`src/rtl/cpu_params.sv`:
```
// Shared CPU-wide parameters and the fetch packet type used by the front end.
package cpu_params;

  localparam int INST_QUEUE_DEPTH = 16;

  typedef struct packed {
    logic [31:0] pc;
    logic [31:0] inst;
  } fetch_pkt_t;

endpackage

```
`src/rtl/inst_queue_mem.sv`:
```
// Packet storage for inst_queue: one synchronous write port, one combinational read port.
// Contents are intentionally not reset.
module inst_queue_mem
  import cpu_params::*;
#(
  parameter int DEPTH = INST_QUEUE_DEPTH
) (
  input  logic                     clk,
  input  logic                     we,
  input  logic [$clog2(DEPTH)-1:0] waddr,
  input  fetch_pkt_t               wdata,
  input  logic [$clog2(DEPTH)-1:0] raddr,
  output fetch_pkt_t               rdata
);

  fetch_pkt_t mem [DEPTH];

  always_ff @(posedge clk) begin
    if (we) begin
      mem[waddr] <= wdata;
    end
  end

  assign rdata = mem[raddr];

endmodule

```
`src/rtl/inst_queue.sv`:
```
// Fetch-to-decode instruction queue (circular buffer, extra pointer MSB for full/empty).
// Optional same-cycle bypass of an empty queue when INST_QUEUE_BYPASS_EN is defined.
module inst_queue
  import cpu_params::*;
#(
  parameter int DEPTH = INST_QUEUE_DEPTH
) (
  input  logic                     clk,
  input  logic                     rst,
  input  logic                     in_valid,
  output logic                     in_ready,
  input  logic [31:0]              in_pc,
  input  logic [31:0]              in_inst,
  output logic                     out_valid,
  input  logic                     out_ready,
  output logic [31:0]              out_pc,
  output logic [31:0]              out_inst,
  input  logic                     flush,
  output logic [$clog2(DEPTH):0]   count
);

  localparam int AW = $clog2(DEPTH);
  localparam int PW = AW + 1;

  logic [PW-1:0] head_reg, head_next;
  logic [PW-1:0] tail_reg, tail_next;
  logic          empty, full;
  logic          enq, deq, wr_en;
  fetch_pkt_t    wr_pkt, head_pkt;

  assign empty = (head_reg == tail_reg);
  assign full  = (head_reg[AW-1:0] == tail_reg[AW-1:0]) && (head_reg[AW] != tail_reg[AW]);

  assign in_ready = !full && !flush;
  assign enq      = in_valid && in_ready;
  assign wr_pkt   = '{pc: in_pc, inst: in_inst};

`ifdef INST_QUEUE_BYPASS_EN
  logic bypass;
  assign bypass    = empty && !flush;
  assign out_valid = bypass ? in_valid : (!empty && !flush);
  assign out_pc    = bypass ? in_pc    : head_pkt.pc;
  assign out_inst  = bypass ? in_inst  : head_pkt.inst;
  // A bypassed packet consumed in the same cycle never touches the storage.
  assign wr_en     = enq && !(bypass && out_ready);
  assign deq       = out_valid && out_ready && !empty;
`else
  assign out_valid = !empty && !flush;
  assign out_pc    = head_pkt.pc;
  assign out_inst  = head_pkt.inst;
  assign wr_en     = enq;
  assign deq       = out_valid && out_ready;
`endif

  always_comb begin
    head_next = head_reg;
    tail_next = tail_reg;
    if (flush) begin
      head_next = '0;
      tail_next = '0;
    end else begin
      if (wr_en) tail_next = tail_reg + 1'b1;
      if (deq)   head_next = head_reg + 1'b1;
    end
  end

  always_ff @(posedge clk) begin
    if (rst) begin
      head_reg <= '0;
      tail_reg <= '0;
    end else begin
      head_reg <= head_next;
      tail_reg <= tail_next;
    end
  end

  assign count = tail_reg - head_reg;

  inst_queue_mem #(.DEPTH(DEPTH)) u_mem (
    .clk   (clk),
    .we    (wr_en),
    .waddr (tail_reg[AW-1:0]),
    .wdata (wr_pkt),
    .raddr (head_reg[AW-1:0]),
    .rdata (head_pkt)
  );

endmodule

```
`config.mk`:
```
export PLATFORM = sky130hd
export DESIGN_NAME = inst_queue
export DESIGN_NICKNAME = d
export VERILOG_FILES = /design/src/rtl/cpu_params.sv /design/src/rtl/inst_queue_mem.sv /design/src/rtl/inst_queue.sv
export SDC_FILE = /design/constraint.sdc
export NUM_CORES = 1
export LEC_CHECK = 0
export CORE_MARGIN = 2
export CORE_UTILIZATION = 53
export CTS_CLUSTER_SIZE = 20
export DETAILED_ROUTE_END_ITERATION = 12
export PLACE_DENSITY = 0.73
export SLEW_MARGIN = 20
export SYNTH_ARGS = -nofsm -noshare
export SYNTH_HDL_FRONTEND = slang
export SYNTH_SLANG_ARGS = --single-unit
```
`constraint.sdc`:
```
create_clock -name clk -period 6.7 [get_ports clk]
set_input_delay 1.34 -clock clk [delete_from_list [all_inputs] [get_ports clk]]
set_output_delay 1.34 -clock clk [all_outputs]
set_load 0.01 [all_outputs]
```
Word level (Yosys, flattened, before mapping)
Memory sizes are Yosys's and may differ from the RTL's. A register that Yosys moved wholly into a read port is not among the register bits.
Cells that the tools add are included.
{ "word_totals": {"ff_bits": 10, "ram_bits": 1024, "in_bits": 69, "word_cells": 22, "n_memories": 1} }
{ "op_classes": {"addsub": 3, "eq_ne": 3, "n_mux": 4, "reduce_logical": 9} }
{ "mem_list": {"columns": ["memory", "words", "word_bits", "read_ports", "rd_clocked_by_memory_dff", "wr", "line_no", "rtl"], "rows": [
  ["u_mem.mem", 16, 64, 1, 1, 1, "inst_queue_mem.sv:16", "fetch_pkt_t mem [DEPTH];"]
]} }
{ "ops": {"columns": ["operator", "count"], "rows": [
  ["5-bit by 1-bit adder with 5-bit output, second input constant", 2],
  ["4-bit two-way mux", 2],
  ["5-bit == test", 1],
  ["1-bit logical AND", 5],
  ["5-bit subtractor", 1],
  ["4-bit == test", 1],
  ["1-bit logical NOT", 3],
  ["1-bit two-way mux", 2],
  ["2-bit OR reduction", 1],
  ["1-bit inequality test", 1]
]} }

Logic depth before layout (Yosys ltp)
Gate-level depths: netlist of the first run.
{ "depth": {"ltp_word": 7, "mapped_depth": 7, "ltp_nobuf": 7} }

Cells and area by module
A second synthesis of the first run with hierarchy kept.
{ "hier_totals": {"hier_cells": 1654, "area_unflattened_um2": 38932.3} }
{ "modules_own_cells": {"columns": ["module", "n_inst", "cells_each", "area_each_um2", "seq_area_each_um2"], "rows": [
  ["inst_queue_mem", 1, 1583, 38300.5, 30749.5],
  ["inst_queue", 1, 71, 631.9, 200.2]
]} }

Least setup slack after synthesis of the first run
Ideal clock, no wire load.
{ "synth_path": {"path_type": "input to register", "startpoint": "in in_valid", "endpoint": "mem u_mem.mem[12][0] (netlist bit) (enable)", "t_arrival_ns": 6.143, "path_slack_ns": -0.008, "stages": 3, "cell_sequence": "nor2b_1 > nand2_1 > nor3_1"} }
{ "synth_between": {"elab_chain_cells": 3} }
{ "synth_rtl": {"columns": ["element", "line_no", "rtl"], "rows": [
  ["from (decl)", "inst_queue.sv:10", "input logic in_valid,"],
  ["1-bit logical AND", "inst_queue.sv:35", "assign enq = in_valid && in_ready;"],
  ["1-bit two-way mux", "inst_queue_mem.sv:19", "if (we) begin"],
  ["1-bit two-way mux (not written as such)", "inst_queue_mem.sv:20", "mem[waddr] <= wdata;"],
  ["to (decl)", "inst_queue_mem.sv:16", null]
]} }
Every way passes these cells.

==> reports/qor.csv, run 1 <==
metric,value,unit
status,finished clean,
cts_buffers,100,
cp_cell_sequence,buf_12 -> mux4_2 -> a22oi_1 -> nand2_1 -> clkdlybuf4s50_1,
tns,0,ns
ctsResizeCount,0,
post-route-min-period,5.00,ns
slowest_stage,dfxtp_4,
cp.depth,5,
power_frac_comb,2.6,%
fin_skew,0.0231,ns
syn_to_final_growth,16.1,%
cp_max_fo,86,
clock_latency,0.65,ns
slew_headroom,33.5,%
synth-seq-area-share,79.4,%
h-tree-depth,3,
synth_cell_type_count,34,
synthCells,1669,
final_core_util,62.1,%
core_area,73000,um2
finalCritPeriodShare,74.6,%
p_per_area,292,nW/um2
setup_violations,0,
grt_usage,22.4,%
cts-hold-fix-buffers,0,
crit_end,out_pc[5],
vias_per_cell,6.26,
cellLeakagePower,0.0138,uW
power,13300,uW
crit_buf_inv,2,
ys_warn_count,0,
antenna_found_initial,9,
post_cts_buffers,0,
drc,0,
cts_root_buffer,clkbuf_16,
clockBufferDepth,3,
p_sw_share,19.2,%
fillers,4737,
ant_nets,0,
avgRoutedWirePerCell,28.5,um
holdCritPathClass,reg2reg,
maxCapViolCount,0,
avgSynthCellArea,23.4,um2
maxSlewViolCount,0,
clkTransAtPathRegs,0.06,ns
firstDrtPassIters,5,
pwr-share-clk,43.3,%
largest_reg_flops,1024,
num_rows,99,
arrival,3.66,ns
net-switching-power,2550,uW
grt_pass1_wl,123000,um
cp_slowest_stage_delay,0.98,ns
vdd_ir_drop_max,0.000234,V
seqPwrFrac,54.1,%
place_hpwl,42300,um
die_w,276,um
tritoncts,done,
dpl.cell_count,2725,
synth_seq_cells,1038,
nNetsFinal,1947,
rr_worst_depth,6,
crit_type,reg2out,
yosysTopAreaCellShare,78.7,%
start_kind,flip-flop,
clock-sinks,1038,
io_buffers,139,
drt_iter0_markers,1822,
worst_slew_pin_slew,0.998,ns
vias,18200,
reg2reg_slack,2.86,ns
start_util,53.6,%
yosys.area.top_type,edfxtp_1,
die_y,276,um
power.internal,10700,uW
min_from,head_reg[3],
finalNonFillerCells,2914,
overflow,0,
syn_area,39100,um2
holdWs,0.565,ns
hold_viol_final,0,
die-area,75900,um2
cp_top_family,buffers and inverters,
cp.required,5.36,ns
synth_nets,1748,
post_route_cells_drive_above_1_share,24.8,%
reg2reg_from,tail_reg[2],
ios,140,
crit_path_end_kind,primary output,
wl,83100,um
grt_pass1_vias,19100,
rsz0062_at_grt,false,
grt_max_degree,87,
max_freq,200,MHz
routabilityCongestion,0.730,
r2r_end,u_mem.mem[5][36],
synth_area_leaders,"edfxtp_1 (79%), mux4_2 (15%), a22oi_1 (2.5%)",
through the flow:
stage,worst slack (ns),cell area (um2)
after floorplan,0.0548,39100
after detailed placement,2.30,41900
after global placement,2.31,41800
after global routing,1.41,45300
final,1.70,45300
after CTS,1.59,45300
synthesized netlist by cell type (all sizes together):
master / instances
or3b: 2
nand3: 1
mux2i: 2
inv: 7
xor2: 7
or2: 1
buf: 49
a21o: 2
nor2b: 3
clkbuf: 37
o211ai: 3
nand2: 69
and3: 1
nor2: 29
o21bai: 1
and2: 1
mux4: 256
and4: 1
ha: 9
nor3: 4
or3: 2
edfxtp: 1024
xnor2: 5
dfxtp: 14
fa: 1
a22oi: 128
nand4: 2
o21ai: 4
a21oi: 4
layout make-up:
cell class / instances / area, um2 / area share, %
Multi-Input combinational cell: 538 / 7700 / 17.0
Antenna cell: 3 / 7.51 / 0.0166
Clock inverter: 63 / 672 / 1.48
Inverter: 7 / 26.3 / 0.0580
Sequential cell: 1038 / 31000 / 68.5
Clock buffer: 123 / 2760 / 6.08
Timing Repair Buffer: 183 / 1940 / 4.28
Tap cell: 959 / 1200 / 2.65
placed cells by master (no fill, tap or decap), types with 13 or more instances in the layout:
cell and instances:
buf_4 27, clkinv_2 22, clkinv_1 15, clkbuf_1 13, mux4_2 256, edfxtp_1 1024, nand2_1 69, nor2_1 16
a22oi_1 128, nor2_4 13, clkdlybuf4s50_1 139, buf_12 16, clkbuf_16 106
logic make-up after synthesis:
family          Yosys count  share of synthesized area (%)
xor+xnor                 12                          0.288
compound gates          142                           2.68
fa+ha+maj                10                          0.339
simple gates            116                           1.23
mux                     258                           14.8
buf+inv                  93                           1.23
flops                  1038                           79.4
power by group through the flow:
| stage | logic, uW | registers [uW] | clock network (uW) |
|---|---|---|---|
| final | 342 | 7170 | 5750 |
| after global routing | 371 | 7170 | 6090 |
| after CTS | 347 | 7170 | 5840 |
| after floorplan | 146 | 7310 | 0 |
| after global placement | 332 | 7310 | 0 |
| after detailed placement | 345 | 7310 | 0 |
per-layer routing:
metal | share of wire, % | up-vias | GRT usage [%]
met1 | 40 | 9789 | 31.4
met5 | 0.083 | - | 0
met2 | 50 | 751 | 36.5
met3 | 7.4 | 137 | 4.22
li1 | - | 7557 | -
met4 | 1.9 | 12 | 6.74
worst reg2reg max path, stage by stage (launching register included):
cell and delay, ns:
dfxtp_1 0.52, ha_1 0.35, nand4_1 0.29, nor2_1 0.27, or3b_2 0.63, nor2_4 0.76, buf_4 0.63
how the worst min path moves through the flow:
stage	slack (ns)	cells past startpoint	endpoint
finish	0.56	2	flip-flop
global route	0.61	2	flip-flop
CTS	0.56	2	flip-flop
detailed placement	0.55	2	flip-flop
global placement	0.54	2	head_reg[3]
floorplan	0.50	2	flip-flop
Power figures use the tool's default switching activity.
==> inputs of run 2 (changes only) <==
Settings changed: PLACE_DENSITY 0.73 to 0.71.
Clock period 6.7 ns to 4.9 ns, I/O delays scaled along.
==> run 2 against run 1 <==
Routed wire length rose by 4.0%. Largest cell class unchanged. Sequential power up 37%. Setup slack worse by 1.1 ns. Cell count grew 0.38%. Die area stayed put. Count of clock-buffer cells in the layout is 7 lower. Clock power increased by 33%. Core utilization rose by 0.28 points. Hold slack better by 0.011 ns. Via count increased by 0.58%. Highest routed layer unchanged. Critical endpoint is now out_pc[6]. Global-route usage is 0.83 points higher. Critical path depth unchanged.
==> reports/qor.csv, run 2 (synthesized netlist as in run 1, its figures left out) <==
metric,value,unit,change
vias_per_cell,6.27,,was 6.26
final.setup.worst_slack,0.619,ns,was 1.70 ns
net-switching-power,3480,uW,was 2550 uW
slew_headroom,36.9,%,was 33.5%
cp.required,3.92,ns,was 5.36 ns
setup_violations,0,,unchanged
cellLeakagePower,0.0139,uW,was 0.0138 uW
p_per_area,394,nW/um2,was 292 nW/um2
final_common_cell,edfxtp_1,,unchanged
antenna_found_initial,8,,was 9
nNetsFinal,1965,,"was 1,947"
start_util,53.6,%,unchanged
slowest_stage,dfxtp_4,,unchanged
clockBufferDepth,3,,unchanged
antennaDiodeCount,0,,was 3
grt_pass1_wl,127000,um,"was 123,000 um"
tns,0,ns,unchanged
largest_reg_flops,1024,,unchanged
rr_worst_depth,7,,was 6
dpl.cell_count,2744,,"was 2,725"
cp_max_fo,28,,was 86
post_cts_buffers,0,,unchanged
crit_path_end_kind,primary output,,unchanged
maxCapViolCount,0,,unchanged
io_buffers,139,,unchanged
layout_common_cells,"edfxtp_1 (1,024), mux4_2 (256), clkdlybuf4s50_1 (139)",,unchanged
clkTransAtPathRegs,0.07,ns,was 0.06 ns
pwr-share-clk,42.7,%,was 43.3%
min_path_cells,2,,unchanged
ant_nets,0,,unchanged
core_area,73000,um2,unchanged
hold_viol_final,0,,unchanged
cp_slowest_stage_delay,0.60,ns,was 0.98 ns
num_rows,99,,unchanged
max_freq,234,MHz,
power.internal,14500,uW,"was 10,700 uW"
ctsResizeCount,0,,unchanged
start_kind,flip-flop,,unchanged
wl,86400,um,"was 83,100 um"
drt_iter0_markers,1920,,"was 1,822"
vdd_ir_drop_max,0.000272,V,was 0.000234 V
status,finished clean,,unchanged
p_sw_share,19.4,%,was 19.2%
grt_max_degree,65,,was 87
reg2reg_slack,1.48,ns,was 2.86 ns
holdCritPathClass,reg2reg,,unchanged
routabilityCongestion,0.737,,was 0.730
reg2reg_from,head_reg[1],,was tail_reg[2]
crit_buf_inv,2,,unchanged
tritoncts,done,,unchanged
crit_type,reg2out,,unchanged
drc,0,,unchanged
place_hpwl,44000,um,"was 42,300 um"
post-route-min-period,4.28,ns,
holdPathEnd,head_reg[3],,
cts_buffers,99,,was 100
fin_skew,0.0135,ns,was 0.0231 ns
cts-hold-fix-buffers,0,,unchanged
clock_latency,0.65,ns,about the same
firstDrtPassIters,5,,unchanged
overflow,0,,unchanged
die_w,276,um,unchanged
maxSlewViolCount,0,,unchanged
vias,18400,,"was 18,200"
preCtsSetupSlack,1.17,ns,was 2.30 ns
r2r_end,u_mem.mem[7][29],,was u_mem.mem[5][36]
arrival,3.30,ns,was 3.66 ns
die-area,75900,um2,unchanged
finalNonFillerCells,2925,,"was 2,914"
min_from,head_reg[3],,unchanged
rsz0062_at_grt,false,,unchanged
cp_cell_sequence,buf_4 -> mux4_2 -> a22oi_1 -> nand2_1 -> clkdlybuf4s50_1,,was buf_12 -> mux4_2 -> a22oi_1 -> nand2_1 -> clkdlybuf4s50_1
clock-sinks,1038,,unchanged
worst_slew_pin_slew,0.943,ns,was 0.998 ns
seqPwrFrac,54.6,%,was 54.1%
h-tree-depth,3,,unchanged
grt_usage,23.3,%,was 22.4%
post_route_cells_drive_above_1_share,25.0,%,was 24.8%
die_y,276,um,unchanged
ios,140,,unchanged
syn_to_final_growth,16.6,%,was 16.1%
grt_pass1_vias,19200,,"was 19,100"
finalCritPeriodShare,87.4,%,
avgRoutedWirePerCell,29.5,um,was 28.5 um
power_frac_comb,2.7,%,was 2.6%
cp_top_family,buffers and inverters,,unchanged
cts_root_buffer,clkbuf_16,,unchanged
## run 2: cell type report
type | count | area (um2)
sequential | 1038 | 31000
timing repair buffer | 202 | 2290
inverter | 7 | 26.3
fill | 4746 | 27400
tap | 959 | 1200
clock inverter | 65 | 691
multi-input combinational | 538 | 7720
clock buffer | 116 | 2580
## run 2: power by group through the flow
| stage | registers (uW) | logic, uW | clock network (uW) |
|---|---|---|---|
| after floorplan | 9990 | 200 | 0 |
| after global placement | 9990 | 465 | 0 |
| after detailed placement | 9990 | 480 | 0 |
| after CTS | 9800 | 482 | 7780 |
| after global routing | 9800 | 515 | 8130 |
| final | 9800 | 477 | 7670 |
## run 2: metrics by stage
| step | util, % | total power [uW] | instance area (um2) | hold WS, ns |
|---|---|---|---|---|
| 2_1_floorplan | - | 10200 | 39100 | 0.502 |
| 5_1_grt | 62.4 | 18400 | 45500 | 0.610 |
| 4_1_cts | 62.4 | 18100 | 45500 | 0.573 |
| 6_report | 62.4 | 17900 | 45500 | 0.576 |
| 3_5_place_dp | 57.9 | 10500 | 42300 | 0.568 |
| 3_3_place_gp | 57.9 | 10500 | 42300 | 0.527 |
## run 2: per-layer routing
metal  vias up  GRT usage [%]  wire length (um)
met5         -              0                84
met4        14           6.77              2000
met3       147           4.49              6120
met2       747           38.9             44100
met1      9857           31.6             34100
li1       7587              -                 -
## run 2: worst max path at each step
stage | cells after the start | endpoint
6_report | 5 | out_pc[6]
5_1_grt | 6 | out_pc[12]
4_1_cts | 5 | out_pc[6]
3_5_place_dp | 5 | u_mem.mem[12][63]
3_3_place_gp | 5 | out_pc[5]
2_1_floorplan | 6 | u_mem.mem[8][0]
## run 2: worst register-to-register path, delay by kind of cell, from the launching register on
family,cells,cell delay [ns]
buffers and inverters,2,0.56
adder cells (fa/ha/maj),1,0.33
flip-flops,1,0.39
AND/OR/NAND/NOR,4,1.72
